**config.mk**
```make
export PLATFORM = sky130hd
export DESIGN_NAME = ahb_bus_arbiter_flat
export DESIGN_NICKNAME = d
export VERILOG_FILES = /design/src/rtl/amba_pkg.sv /design/src/rtl/ahb_bus_arbiter_if.sv /design/src/rtl/ahb_bus_arbiter_rr_picker.sv /design/src/rtl/ahb_bus_arbiter.sv /design/src/flat_wrapper.sv
export SDC_FILE = /design/constraint.sdc
export NUM_CORES = 1
export LEC_CHECK = 0
export ABC_AREA = 1
export CAP_MARGIN = 15
export CORE_ASPECT_RATIO = 0.8
export CORE_MARGIN = 2
export CORE_UTILIZATION = 55
export CTS_CLUSTER_SIZE = 24
export DETAILED_ROUTE_END_ITERATION = 6
export DONT_BUFFER_PORTS = 1
export PLACE_DENSITY = 0.7
export SETUP_SLACK_MARGIN = 0.4
export SLEW_MARGIN = 25
export SYNTH_ARGS = -nofsm -noshare
export SYNTH_HDL_FRONTEND = slang
export SYNTH_SLANG_ARGS = --single-unit
```
**constraint.sdc**
```tcl
create_clock -name HCLK -period 5 [get_ports HCLK]
set_input_delay 1.5 -clock HCLK [delete_from_list [all_inputs] [get_ports HCLK]]
set_output_delay 1.5 -clock HCLK [all_outputs]
set_load 0.01 [all_outputs]
```
**src/rtl/amba_pkg.sv**
```systemverilog
// Shared AMBA definitions for the AHB arbiter slice: transfer types,
// arbiter state encoding and the master-count ceiling.
package amba_pkg;

  localparam int unsigned MAX_MASTERS = 4;

  typedef enum logic [1:0] {
    HTRANS_IDLE   = 2'b00,
    HTRANS_BUSY   = 2'b01,
    HTRANS_NONSEQ = 2'b10,
    HTRANS_SEQ    = 2'b11
  } htrans_t;

  typedef enum logic [1:0] {
    ARB_PARK = 2'b00,
    ARB_OWN  = 2'b01,
    ARB_LOCK = 2'b10
  } arb_state_t;

  function automatic logic [MAX_MASTERS-1:0] onehot(input logic [1:0] idx);
    return MAX_MASTERS'(1) << idx;
  endfunction

endpackage

```
**src/rtl/ahb_bus_arbiter_if.sv**
```systemverilog
// Master-side request/grant signals between the AHB masters and the arbiter.
interface ahb_bus_arbiter_if #(
  parameter int unsigned NUM_MASTERS = 4
);

  logic [NUM_MASTERS-1:0] HBUSREQ;
  logic [NUM_MASTERS-1:0] HLOCK;
  logic [1:0]             HTRANS;
  logic                   HREADY;
  logic [NUM_MASTERS-1:0] HGRANT;
  logic [1:0]             HMASTER;
  logic                   HMASTLOCK;

  modport master (
    output HBUSREQ, HLOCK, HTRANS, HREADY,
    input  HGRANT, HMASTER, HMASTLOCK
  );

  modport slave (
    input  HBUSREQ, HLOCK, HTRANS, HREADY,
    output HGRANT, HMASTER, HMASTLOCK
  );

endinterface

```
**src/rtl/ahb_bus_arbiter_rr_picker.sv**
```systemverilog
// Combinational round-robin search: first set request at or after start,
// wrapping modulo N.
module rr_picker
  import amba_pkg::*;
#(
  parameter int unsigned N = 4
) (
  input  logic [N-1:0] req,
  input  logic [1:0]   start,
  output logic [N-1:0] grant,
  output logic [1:0]   index,
  output logic         valid
);

  always_comb begin
    logic [1:0] cidx;
    grant = '0;
    index = '0;
    valid = 1'b0;
    cidx  = '0;
    for (int unsigned i = 0; i < N; i++) begin
      cidx = 2'((32'(start) + i) % N);
      if (!valid && req[cidx]) begin
        valid       = 1'b1;
        grant[cidx] = 1'b1;
        index       = cidx;
      end
    end
  end

endmodule

```
**src/rtl/ahb_bus_arbiter.sv**
```systemverilog
// Round-robin AHB arbiter with lock support and a per-tenure beat quantum;
// grant, address-phase owner and lock flag are all registered.
module ahb_bus_arbiter
  import amba_pkg::*;
#(
  parameter int unsigned NUM_MASTERS    = 4,
  parameter int unsigned QUANTUM        = 16,
  parameter int unsigned DEFAULT_MASTER = 0
) (
  input logic              HCLK,
  input logic              HRESET,
  ahb_bus_arbiter_if.slave bus
);

  localparam int unsigned           CW        = (QUANTUM > 2) ? $clog2(QUANTUM) : 1;
  localparam logic [CW-1:0]         CNT_MAX   = CW'(QUANTUM - 1);
  localparam logic [1:0]            DEF_IDX   = 2'(DEFAULT_MASTER);
  localparam logic [NUM_MASTERS-1:0] DEF_GRANT = NUM_MASTERS'(1) << DEFAULT_MASTER;

  arb_state_t             state_q, state_d;
  logic [1:0]             owner_q, owner_d;
  logic [NUM_MASTERS-1:0] grant_q, grant_d;
  logic [1:0]             master_q, master_d;
  logic                   mlock_q, mlock_d;
  logic [CW-1:0]          cnt_q, cnt_d;

  logic [MAX_MASTERS-1:0] req, lck;
  logic                   owner_req, owner_lock, others_req, beat, rearb;
  logic [1:0]             start;
  logic [NUM_MASTERS-1:0] pick_grant;
  logic [1:0]             pick_idx;
  logic                   pick_valid;

  always_comb begin
    req = '0;
    lck = '0;
    req[NUM_MASTERS-1:0] = bus.HBUSREQ;
    lck[NUM_MASTERS-1:0] = bus.HLOCK;
  end

  assign owner_req  = req[owner_q];
  assign owner_lock = owner_req & lck[owner_q];
  assign others_req = |(req & ~onehot(owner_q));
  assign beat       = bus.HTRANS[1] & (master_q == owner_q);
  assign start      = 2'((32'(owner_q) + 1) % NUM_MASTERS);

  rr_picker #(.N(NUM_MASTERS)) u_picker (
    .req   (bus.HBUSREQ),
    .start (start),
    .grant (pick_grant),
    .index (pick_idx),
    .valid (pick_valid)
  );

  always_comb begin
    state_d  = state_q;
    owner_d  = owner_q;
    grant_d  = grant_q;
    master_d = master_q;
    mlock_d  = mlock_q;
    cnt_d    = cnt_q;
    rearb    = 1'b0;

    if (bus.HREADY) begin
      master_d = owner_q;
      mlock_d  = owner_lock;

      // A lock request wins over quantum expiry on the same edge.
      unique case (state_q)
        ARB_PARK: rearb = 1'b1;
        ARB_OWN:  rearb = !owner_req ||
                          (cnt_q == CNT_MAX && beat && others_req && !owner_lock);
        ARB_LOCK: rearb = !owner_req;
        default:  rearb = 1'b1;
      endcase

      if (rearb) begin
        if (pick_valid) begin
          owner_d = pick_idx;
          grant_d = pick_grant;
          state_d = ARB_OWN;
        end else begin
          owner_d = DEF_IDX;
          grant_d = DEF_GRANT;
          state_d = ARB_PARK;
        end
      end else if (state_q == ARB_OWN && owner_lock) begin
        state_d = ARB_LOCK;
      end else if (state_q == ARB_LOCK && !lck[owner_q]) begin
        state_d = ARB_OWN;
      end

      if (owner_d != owner_q)
        cnt_d = '0;
      else if (beat && cnt_q != CNT_MAX)
        cnt_d = cnt_q + 1'b1;
    end
  end

  always_ff @(posedge HCLK) begin
    if (HRESET) begin
      state_q  <= ARB_PARK;
      owner_q  <= DEF_IDX;
      grant_q  <= DEF_GRANT;
      master_q <= DEF_IDX;
      mlock_q  <= 1'b0;
      cnt_q    <= '0;
    end else begin
      state_q  <= state_d;
      owner_q  <= owner_d;
      grant_q  <= grant_d;
      master_q <= master_d;
      mlock_q  <= mlock_d;
      cnt_q    <= cnt_d;
    end
  end

  assign bus.HGRANT    = grant_q;
  assign bus.HMASTER   = master_q;
  assign bus.HMASTLOCK = mlock_q;

endmodule

```
**src/flat_wrapper.sv**
```systemverilog
// flat-port wrapper written by rule: the top's interface ports become plain ports
module ahb_bus_arbiter_flat import amba_pkg::*;
#(
  parameter int unsigned NUM_MASTERS    = 4,
  parameter int unsigned QUANTUM        = 16,
  parameter int unsigned DEFAULT_MASTER = 0
)
  (HCLK, HRESET, bus_HBUSREQ, bus_HLOCK, bus_HTRANS, bus_HREADY, bus_HGRANT, bus_HMASTER, bus_HMASTLOCK);
  ahb_bus_arbiter_if #(.NUM_MASTERS(NUM_MASTERS)) bus_i ();
  input logic HCLK;
  input logic HRESET;
  input wire logic [$bits(bus_i.HBUSREQ)-1:0] bus_HBUSREQ;
  input wire logic [$bits(bus_i.HLOCK)-1:0] bus_HLOCK;
  input wire logic [$bits(bus_i.HTRANS)-1:0] bus_HTRANS;
  input wire logic [$bits(bus_i.HREADY)-1:0] bus_HREADY;
  output wire logic [$bits(bus_i.HGRANT)-1:0] bus_HGRANT;
  output wire logic [$bits(bus_i.HMASTER)-1:0] bus_HMASTER;
  output wire logic [$bits(bus_i.HMASTLOCK)-1:0] bus_HMASTLOCK;
  assign bus_i.HBUSREQ = bus_HBUSREQ;
  assign bus_i.HLOCK = bus_HLOCK;
  assign bus_i.HTRANS = bus_HTRANS;
  assign bus_i.HREADY = bus_HREADY;
  assign bus_HGRANT = bus_i.HGRANT;
  assign bus_HMASTER = bus_i.HMASTER;
  assign bus_HMASTLOCK = bus_i.HMASTLOCK;
  ahb_bus_arbiter #(.NUM_MASTERS(NUM_MASTERS), .QUANTUM(QUANTUM), .DEFAULT_MASTER(DEFAULT_MASTER)) u_core (.HCLK(HCLK), .HRESET(HRESET), .bus(bus_i));
endmodule
```
==> key figures, run 1 <==
Final layout
  • Sequential cell area: 300.3 um^2
  • Layout area overhead: 2.394%
  • Final cell count without fillers: 262
  • Fraction of final layout cells sized beyond drive strength 1: 11.95%
  • Count of fill cells added during filler insertion: 251
  • Antenna cell count: 0
  • Highest-count cells in the layout ignoring fill and taps: sky130_fd_sc_hd__nand2_1, sky130_fd_sc_hd__inv_1, sky130_fd_sc_hd__nand3_1
  • Net total in the final layout: 249
  • Most frequent standard cell in the layout excluding fill and tap cells: sky130_fd_sc_hd__nand2_1
  • Combined area of the multi-input logic cells: 945.9 um^2

Global routing
  • GRT Residual Overflow: 0
  • Maximum number of pins on one net before global-route repair: 20
  • Global router's overall resource usage: 23.10%
  • Via count of the first global-routing pass: 1242
  • First-pass GRT wire length: 5402 um
  • Initial antenna violation count: 0

Timing
  • Worst slew pin tran: 757.8 ps
  • Worst clock skew: 8.160 ps
  • Highest achievable clock rate: 0.3138 GHz
  • Relative slew slack: 49.41%
  • Setup violation total in the final timing report: 0
  • Final Hold Viols: 0
  • Unrepaired setup endpoints after global routing: no
  • Final worst path period need: 3187 ps
  • Count of pins over their slew limit: 0
  • Accumulated negative setup slack: 0 ps
  • Share of the clock period used by the worst path after layout: 63.74%

Critical path
  • Kind of end point of the critical path: flip-flop
  • Slowest cell on the critical path: sky130_fd_sc_hd__dfxtp_1
  • Cell count of the worst reg-to-reg path: 15
  • Required time of the worst setup path: 5200 ps
  • Classification of the worst setup path: reg -> reg
  • Longest individual stage delay on the worst path: 830 ps
  • Crit path cell chain: inv_2, ha_1, inv_1, nand3_1, nand2_1, inv_2, nand2_1, nor2_2, nand3_1, nand3_2, nand3_2, nand2_4, nand3_4, a21oi_1, nor2_1
  • Arrival @ worst endpoint: 3380 ps
  • Internal reg-to-reg setup slack: 1810 ps
  • CP startpoint kind: flip-flop
  • Worst-path maximum fanout: 18

Power and ir drop
  • Leak: 0.7319 nW
  • Worst ir drop on vdd: 0.2528 mV
  • Total power density per cell area: 547.9 nW/um^2

CTS
  • Quantity of hold-fixing buffers added after cts: 0
  • Source-to-sink clock delay at the later pin of the worst-skew pair: 300 ps
  • Clock buffers created by TritonCTS: 3
  • CTS tree: built
  • CTS sink count: 15
  • Maximum clock insertion buffer count: 2
  • Clock slew seen by the registers of the worst setup and hold paths: 100 ps
  • Root buffer cell: sky130_fd_sc_hd__clkbuf_4
  • Post-CTS Repair Setup Buffers: 0
  • H-tree depth: 1
  • CTS resizes: 0

Logic synthesis
  • Area of the mapped netlist: 1411 um^2
  • Number of standard cells after synthesis: 227
  • Share of cell area taken by muxes after synthesis: 0%
  • Combinational family with the most area after synthesis: simple AND/OR/NAND/NOR gates
  • Number of distinct library cell variants in the gate-level netlist after synthesis: 26
  • Synth Area in XOR/XNOR: 1.241%
  • Share of the yosys chip area belonging to registers: 21.28%
  • Complex-gate fraction of the synthesized area: 14.10%
  • Synth top area share: 21.28%
  • Leading cell types by total area after synthesis: sky130_fd_sc_hd__dfxtp_1, sky130_fd_sc_hd__nand2_1, sky130_fd_sc_hd__nand3_1
  • Avg Inst Size Synth: 6.217 um^2
  • Yosys reg bits: 15
  • Yosys warning total: 0
  • Net count after synthesis: 249
  • Synth Area in Adders: 7.979%
  • Fraction of the mapped netlist area in simple logic gates: 43.71%
  • Cell type with the largest total area after synthesis: sky130_fd_sc_hd__dfxtp_1

Worst hold path
  • Depth of the worst hold-timing path: 2
  • Worst Hold Class: reg -> reg

Floorplan
  • Die Y-Extent: 49.31 um
  • Area of the die: 2990 um^2
  • Ports: 20
  • Core Footprint: 2442 um^2
  • Starting density of the core: 57.79%
  • Site Rows: 16
  • Die W: 60.64 um

Placement
  • Half-perimeter wire length of the detailed placement result: 2422 um
  • Number of buffer cells added on primary ports: 0
  • Gpl congestion: 0.9279
  • Total placed cells including tap cells: 258

Detailed routing
  • First-iteration detailed-routing DRC count: 108
  • Pre-Repair DR Iteration Count: 5
  • DRC viols: 0
  • Detailed-route wire length per cell: 11.92 um
  • Remaining antenna violation count after routing: 0
  • Post-detailed-route via-to-cell ratio: 5.408
  • Sum of routed wire length over all layers: 3123 um
  • Total via count in the routed design: 1417

Status
  • Result of the run: finished clean

Flow run
  • # Max-Cap Violations: 0
[cell families (layout without fill, tap and decap cells)]
family,Yosys count,count (layout)
buffers and inverters,38,37
AND/OR/NAND/NOR,127,127
XOR/XNOR,2,2
AO/OA/AOI/OAI,36,36
adder cells (fa/ha/maj),9,9
flip-flops,15,15
[cell type report]
type	count	share of cell area (%)
clock buffer	3	1.558
clock inverter	1	0.5195
inverter	33	8.571
multi-input combinational	174	65.45
sequential	15	20.78
tap	36	3.117
[layer usage]
layer  wire length, um  part of all wire, %  GRT usage [%]  vias up
met4                17                 0.54          3.261        0
met2              1316                   42          33.33       41
li1                  -                    -              -      736
met1              1550                   50          34.67      635
met5                 0                    0              0        -
met3               239                  7.7          6.366        5
[Yosys cell counts, drive strengths merged]
master	count
inv	33
ha	9
o22ai	3
nand3	32
buf	4
o211ai	1
xor2	2
a31oi	1
clkbuf	1
nor2	15
dfxtp	15
o21ai	8
nand2	76
nand4	3
nand3b	1
a21oi	19
a221oi	1
a211oi	3
[worst paths after layout]
| check | end | from |
|---|---|---|
| setup / recovery | u_core.cnt_q[3] | u_core.owner_q[0] |
| hold / removal | u_core.state_q[1] | u_core.state_q[1] |
| setup reg to reg | u_core.cnt_q[3] | u_core.owner_q[0] |
| hold reg to reg | u_core.state_q[1] | u_core.state_q[1] |
[worst max-delay path: cells and delay by family, from the launching register on]
family	cells	cell delay (ps)
AND/OR/NAND/NOR	10	1130
flip-flops	1	830
buffers and inverters	3	530
adder cells (fa/ha/maj)	1	430
AO/OA/AOI/OAI	1	150
[per-stage QoR]
step	setup WS [ps]	instance area (um^2)	hold WS (ps)	power, mW	utilization, %
floorplan	2139	1411	458.3	0.6343	-
global placement	1880	1415	475.8	0.6973	57.94
detailed placement	1852	1415	491.8	0.7134	57.94
CTS	1827	1445	507.7	0.7915	59.17
global route	1488	1445	539.1	0.8875	59.17
finish	1813	1445	508.9	0.7917	59.17
[power by group]
part | total [mW] | switching, mW | internal (mW)
clock network | 0.0759 | 0.0454 | 0.0305
registers | 0.205 | 0.0484 | 0.156
logic | 0.511 | 0.336 | 0.175
[registers in the layout, summed over array words and instances (netlist names)]
name and count:
u_core.state_q 2, u_core.bus.HGRANT 4, u_core.owner_q 2, u_core.bus.HMASTLOCK 1, u_core.cnt_q 4, u_core.bus.HMASTER 2
Power figures use the tool's default switching activity.
==> run 2, diff against run 1 <==
--- a/config.mk
+++ b/config.mk
@@ -13,7 +13,7 @@
 export CTS_CLUSTER_SIZE = 24
 export DETAILED_ROUTE_END_ITERATION = 6
 export DONT_BUFFER_PORTS = 1
-export PLACE_DENSITY = 0.7
+export PLACE_DENSITY = 0.73
 export SETUP_SLACK_MARGIN = 0.4
 export SLEW_MARGIN = 25
 export SYNTH_ARGS = -nofsm -noshare
==> constraint.sdc (replaced) <==
create_clock -name HCLK -period 2.65 [get_ports HCLK]
set_input_delay 0.795 -clock HCLK [delete_from_list [all_inputs] [get_ports HCLK]]
set_output_delay 0.795 -clock HCLK [all_outputs]
set_load 0.01 [all_outputs]
==> run 2 against run 1 <==
Compared with the run above: flip-flop and latch count unchanged; maximum frequency increased by 36%; sequential share of layout area decreased by 5.0 points; routed wire length increased by 53%; setup slack got worse by 1500 ps; largest cell class unchanged.
==> key figures, run 2 (same netlist as run 1, synthesis figures left out) <==
Global routing
  • GRT Residual Overflow: 0
  • Global router's overall resource usage: 26.01%
  • Via count of the first global-routing pass: 1405
  • Maximum number of pins on one net before global-route repair: 20
  • First-pass GRT wire length: 6072 um
  • Initial antenna violation count: 0

Detailed routing
  • Post-detailed-route via-to-cell ratio: 6.010
  • Remaining antenna violation count after routing: 0
  • DRC viols: 0
  • Detailed-route wire length per cell: 16.56 um
  • Post-route met1 wirelength: 1901 um
  • First-iteration detailed-routing DRC count: 179
  • Highest routed metal layer: met4
  • Met3 wire length: 545 um
  • Sum of met2 wire segment lengths after detailed routing: 2088 um
  • Sum of routed wire length over all layers: 4769 um
  • Pre-Repair DR Iteration Count: 5
  • Total via count in the routed design: 1731

CTS
  • CTS tree: built
  • Maximum clock insertion buffer count: 2
  • Clock buffers created by TritonCTS: 3
  • Source-to-sink clock delay at the later pin of the worst-skew pair: 300 ps
  • Quantity of hold-fixing buffers added after cts: 0
  • Root buffer cell: sky130_fd_sc_hd__clkbuf_4
  • H-tree depth: 1
  • CTS sink count: 15
  • Clock slew seen by the registers of the worst setup and hold paths: 110 ps

Status
  • Result of the run: finished clean

Timing
  • Accumulated negative setup slack: 0 ps
  • Share of the clock period used by the worst path after layout: 88.50%
  • Unrepaired setup endpoints after global routing: yes
  • Post-layout worst setup margin: 304.9 ps
  • Highest achievable clock rate: 0.4264 GHz
  • Final worst path period need: 2345 ps
  • Relative slew slack: 78.75%
  • Final Hold Viols: 0
  • Setup violation total in the final timing report: 0
  • Worst clock skew: 6.312 ps
  • Count of pins over their slew limit: 0
  • Worst slew pin tran: 315.5 ps

Floorplan
  • Site Rows: 16
  • Core Footprint: 2442 um^2
  • Die Y-Extent: 49.31 um
  • Die W: 60.64 um
  • Starting density of the core: 57.79%
  • Ports: 20
  • Area of the die: 2990 um^2

Critical path
  • Kind of end point of the critical path: flip-flop
  • Arrival @ worst endpoint: 2580 ps
  • Required time of the worst setup path: 2880 ps
  • CP startpoint kind: flip-flop
  • Worst-path maximum fanout: 12
  • Classification of the worst setup path: reg -> reg
  • Cell count of the worst reg-to-reg path: 17

Power and ir drop
  • Total power density per cell area: 1080 nW/um^2
  • Leak: 0.9047 nW
  • Worst ir drop on vdd: 0.7989 mV

Final layout
  • Highest-count cells in the layout ignoring fill and taps: sky130_fd_sc_hd__nand2_1, sky130_fd_sc_hd__inv_1, sky130_fd_sc_hd__buf_4
  • Most frequent standard cell in the layout excluding fill and tap cells: sky130_fd_sc_hd__nand2_1
  • Post-route cell area: 1934 um^2
  • Net total in the final layout: 275
  • Fraction of final layout cells sized beyond drive strength 1: 37.70%
  • Antenna cell count: 0
  • Layout area overhead: 37.06%

Placement
  • Gpl congestion: 0.9503
  • Pre-CTS setup slack: 192.8 ps
  • Half-perimeter wire length of the detailed placement result: 2677 um
  • Dpl cell area: 1446 um^2
  • Number of buffer cells added on primary ports: 0

Worst hold path
  • Depth of the worst hold-timing path: 2
  • Worst Hold Class: reg -> reg

Flow run
  • # Max-Cap Violations: 0
## run 2: cell count changes in the layout (fill, tap and decap cells not counted), sizes merged
cell | previous run | this run
buf | 0 | 26
## run 2: area by class of cell
type                    instances  area, um^2
well taps                      36       45.04
inverters                      33       141.4
multi-input cells             174        1186
clock buffers                   3       22.52
flip-flops and latches         15       305.3
repair buffers                 26       226.5
fillers                       155       508.0
clock inverters                 1       7.507
## run 2: repair_timing
item | CTS | global route
gates resized for setup | 5 | 70
buffers inserted | 2 | 20
pin swaps | 0 | 19
setup endpoints to repair | 4 | 6
## run 2: through the flow
stage | util (%) | power [mW] | hold WS [ps] | cells
after global placement | 59.22 | 1.338 | 473.0 | 262
final | 79.20 | 2.089 | 498.7 | 288
after floorplan | - | 1.198 | 458.3 | 227
after global routing | 79.20 | 2.228 | 526.5 | 288
after CTS | 62.19 | 1.570 | 501.0 | 268
after detailed placement | 59.22 | 1.380 | 484.5 | 262
## run 2: power by group
| group | switching, mW | total (mW) | internal, mW | leakage (nW) |
|---|---|---|---|---|
| Combinational | 0.951 | 1.56 | 0.613 | 0.766 |
| Sequential | 0.0758 | 0.374 | 0.298 | 0.125 |
| Clock | 0.0937 | 0.151 | 0.0575 | 0.0139 |
| Total | 1.12 | 2.09 | 0.968 | 0.905 |
## run 2: metal layers
layer	GRT usage, %	vias to the layer above
met4	3.623	0
met1	36.45	759
met5	0	-
met3	5.836	40
li1	-	791
met2	41.40	141
## run 2: path summary, 6_finish.rpt
check               startpoint           endpoint  slack [ps]
max          u_core.owner_q[0]    u_core.cnt_q[1]         300
min reg2reg  u_core.state_q[1]  u_core.state_q[1]         500
max reg2reg  u_core.owner_q[0]    u_core.cnt_q[1]         300
min          u_core.state_q[1]  u_core.state_q[1]         500
## run 2: critical path, cell delays in order (launching register included)
cell and delay (ps):
sky130_fd_sc_hd__dfxtp_4 410, sky130_fd_sc_hd__inv_8 60, sky130_fd_sc_hd__buf_8 140, sky130_fd_sc_hd__nand2_1 140
sky130_fd_sc_hd__nand3_1 140, sky130_fd_sc_hd__nand2_2 150, sky130_fd_sc_hd__inv_1 70, sky130_fd_sc_hd__nand2_1 120
sky130_fd_sc_hd__nand2_2 90, sky130_fd_sc_hd__nand2_4 130, sky130_fd_sc_hd__nand3_4 110, sky130_fd_sc_hd__nand2_2 100
sky130_fd_sc_hd__nand2_2 70, sky130_fd_sc_hd__nand2_4 90, sky130_fd_sc_hd__nand3_4 140, sky130_fd_sc_hd__nand3_2 110
sky130_fd_sc_hd__nand2_1 60, sky130_fd_sc_hd__nor2_1 140
==> run 3, diff against run 2 <==
--- a/config.mk
+++ b/config.mk
@@ -8,12 +8,13 @@
 export ABC_AREA = 1
 export CAP_MARGIN = 15
 export CORE_ASPECT_RATIO = 0.8
-export CORE_MARGIN = 2
 export CORE_UTILIZATION = 55
 export CTS_CLUSTER_SIZE = 24
 export DETAILED_ROUTE_END_ITERATION = 6
 export DONT_BUFFER_PORTS = 1
+export GPL_TIMING_DRIVEN = 0
 export PLACE_DENSITY = 0.73
+export RECOVER_POWER = 50
 export SETUP_SLACK_MARGIN = 0.4
 export SLEW_MARGIN = 25
 export SYNTH_ARGS = -nofsm -noshare
==> run 3 against run 2 <==
Compared with the run above: sequential power about the same; die area down 7.2%; design area down 2.7%; largest power group unchanged.
==> key figures, run 3 (same netlist as run 1, synthesis figures left out) <==
CTS
  • CTS tree: built
  • CTS sink count: 15
  • Clock buffers created by TritonCTS: 3
  • Quantity of hold-fixing buffers added after cts: 0
  • Root buffer cell: sky130_fd_sc_hd__clkbuf_4
  • Maximum clock insertion buffer count: 2
  • Clock slew seen by the registers of the worst setup and hold paths: 100 ps
  • H-tree depth: 1
  • Source-to-sink clock delay at the later pin of the worst-skew pair: 290 ps

Final layout
  • Sequential cell area: 307.8 um^2
  • Most frequent standard cell in the layout excluding fill and tap cells: sky130_fd_sc_hd__nand2_1
  • Post-route cell area: 1883 um^2
  • Fraction of final layout cells sized beyond drive strength 1: 36.65%
  • Highest-count cells in the layout ignoring fill and taps: sky130_fd_sc_hd__nand2_1, sky130_fd_sc_hd__inv_1, sky130_fd_sc_hd__buf_4
  • Antenna cell count: 0
  • Net total in the final layout: 274
  • Count of fill cells added during filler insertion: 180
  • Layout area overhead: 33.42%
  • Combined area of the multi-input logic cells: 1159 um^2

Timing
  • Worst slew pin tran: 460.8 ps
  • Final Hold Viols: 0
  • Highest achievable clock rate: 0.4219 GHz
  • Worst clock skew: 9.026 ps
  • Final worst path period need: 2370 ps
  • Count of pins over their slew limit: 0
  • Share of the clock period used by the worst path after layout: 89.43%
  • Relative slew slack: 69.28%
  • Unrepaired setup endpoints after global routing: yes
  • Accumulated negative setup slack: 0 ps
  • Setup violation total in the final timing report: 0

Power and ir drop
  • Worst ir drop on vdd: 0.6655 mV
  • Total power draw: 2.057 mW
  • Total power density per cell area: 1092 nW/um^2
  • Leak: 0.8942 nW

Placement
  • Gpl congestion: 0.8770
  • Number of buffer cells added on primary ports: 0
  • Half-perimeter wire length of the detailed placement result: 2536 um
  • Dpl cell area: 1458 um^2

Detailed routing
  • First-iteration detailed-routing DRC count: 83
  • Sum of routed wire length over all layers: 4366 um
  • Total via count in the routed design: 1621
  • Remaining antenna violation count after routing: 0
  • Pre-Repair DR Iteration Count: 4
  • DRC viols: 0
  • Detailed-route wire length per cell: 15.21 um
  • Post-detailed-route via-to-cell ratio: 5.648

Floorplan
  • Core Footprint: 2442 um^2
  • Area of the die: 2774 um^2
  • Die Y-Extent: 47.31 um
  • Site Rows: 16
  • Die W: 58.64 um
  • Ports: 20
  • Starting density of the core: 57.79%

Critical path
  • Classification of the worst setup path: reg -> reg
  • CP startpoint kind: flip-flop
  • Arrival @ worst endpoint: 2560 ps
  • Kind of end point of the critical path: flip-flop
  • Required time of the worst setup path: 2840 ps
  • Worst-path maximum fanout: 8

Status
  • Result of the run: finished clean

Global routing
  • Via count of the first global-routing pass: 1274
  • Maximum number of pins on one net before global-route repair: 11
  • First-pass GRT wire length: 5651 um
  • GRT Residual Overflow: 0
  • Global router's overall resource usage: 27.51%
  • Initial antenna violation count: 0

Worst hold path
  • Worst Hold Class: reg -> reg

Flow run
  • # Max-Cap Violations: 0
## run 3: changes by cell type in the layout (fill, tap and decap cells not counted), sizes merged
cell    before  now
buf         26   24
clkbuf       3    4
clkinv       0    1
inv         33   32
## run 3: where the power goes
part	switching (mW)	leakage, nW	internal (mW)
combinational	0.927	0.752	0.619
clock	0.0824	0.0177	0.0561
sequential	0.0742	0.125	0.298
total	1.08	0.894	0.973
## run 3: metrics by stage
step	hold slack (ps)	cells	utilization (%)	setup WS [ps]
after global placement	475.7	263	59.68	-51.09
after floorplan	458.3	227	-	403.8
after detailed placement	485.2	263	59.68	-96.32
final	508.5	287	77.10	280.0
after CTS	503.7	276	66.29	410.4
after global routing	535.2	287	77.10	121.1
## run 3: area by class of cell
cell class | instances | share of cell area, %
Inverter | 33 | 7.309
Sequential cell | 15 | 16.35
Multi-Input combinational cell | 174 | 61.53
Buffer | 5 | 2.392
Tap cell | 36 | 2.392
Clock inverter | 1 | 0.2658
Clock buffer | 3 | 1.196
Timing Repair Buffer | 20 | 8.571
## run 3: final timing paths
kind	start	end	slack, ps	cells after the start
worst min-delay path	u_core.state_q[0]	u_core.state_q[0]	510	2
worst min register to register	u_core.state_q[0]	u_core.state_q[0]	510	2
worst max-delay path	u_core.owner_q[1]	u_core.cnt_q[2]	280	16
worst max register to register	u_core.owner_q[1]	u_core.cnt_q[2]	280	16
## run 3: per-layer routing
layer	share of wire, %	vias to the layer above	global-route usage (%)
met1	42	751	37.25
met2	47	69	44.60
met3	9.0	10	9.917
met4	2.3	0	1.429
met5	0	-	0
li1	-	791	-
## run 3: worst max-delay path, cell delays in order, from the launching register on
cell                         delay (ps)
sky130_fd_sc_hd__dfxtp_4            390
sky130_fd_sc_hd__clkinvlp_4         110
sky130_fd_sc_hd__buf_6              150
sky130_fd_sc_hd__buf_4              160
sky130_fd_sc_hd__nand3_1             90
sky130_fd_sc_hd__nand2_1            120
sky130_fd_sc_hd__nor2_1             200
sky130_fd_sc_hd__nor2_2              50
sky130_fd_sc_hd__nand2_2             80
sky130_fd_sc_hd__nand2_4            100
sky130_fd_sc_hd__buf_4              150
sky130_fd_sc_hd__nand3_1             90
sky130_fd_sc_hd__nand2_1             70
sky130_fd_sc_hd__inv_2              120
sky130_fd_sc_hd__nand3_4            160
sky130_fd_sc_hd__a21oi_2            180
sky130_fd_sc_hd__nor2_1              50
## run 3: what timing repair did
item | CTS | global route
buffers inserted | 9 | 11
hold endpoints to repair | 0 | 0
pin swaps | 0 | 18
setup endpoints to repair | 11 | 7
gates resized for setup | 21 | 43
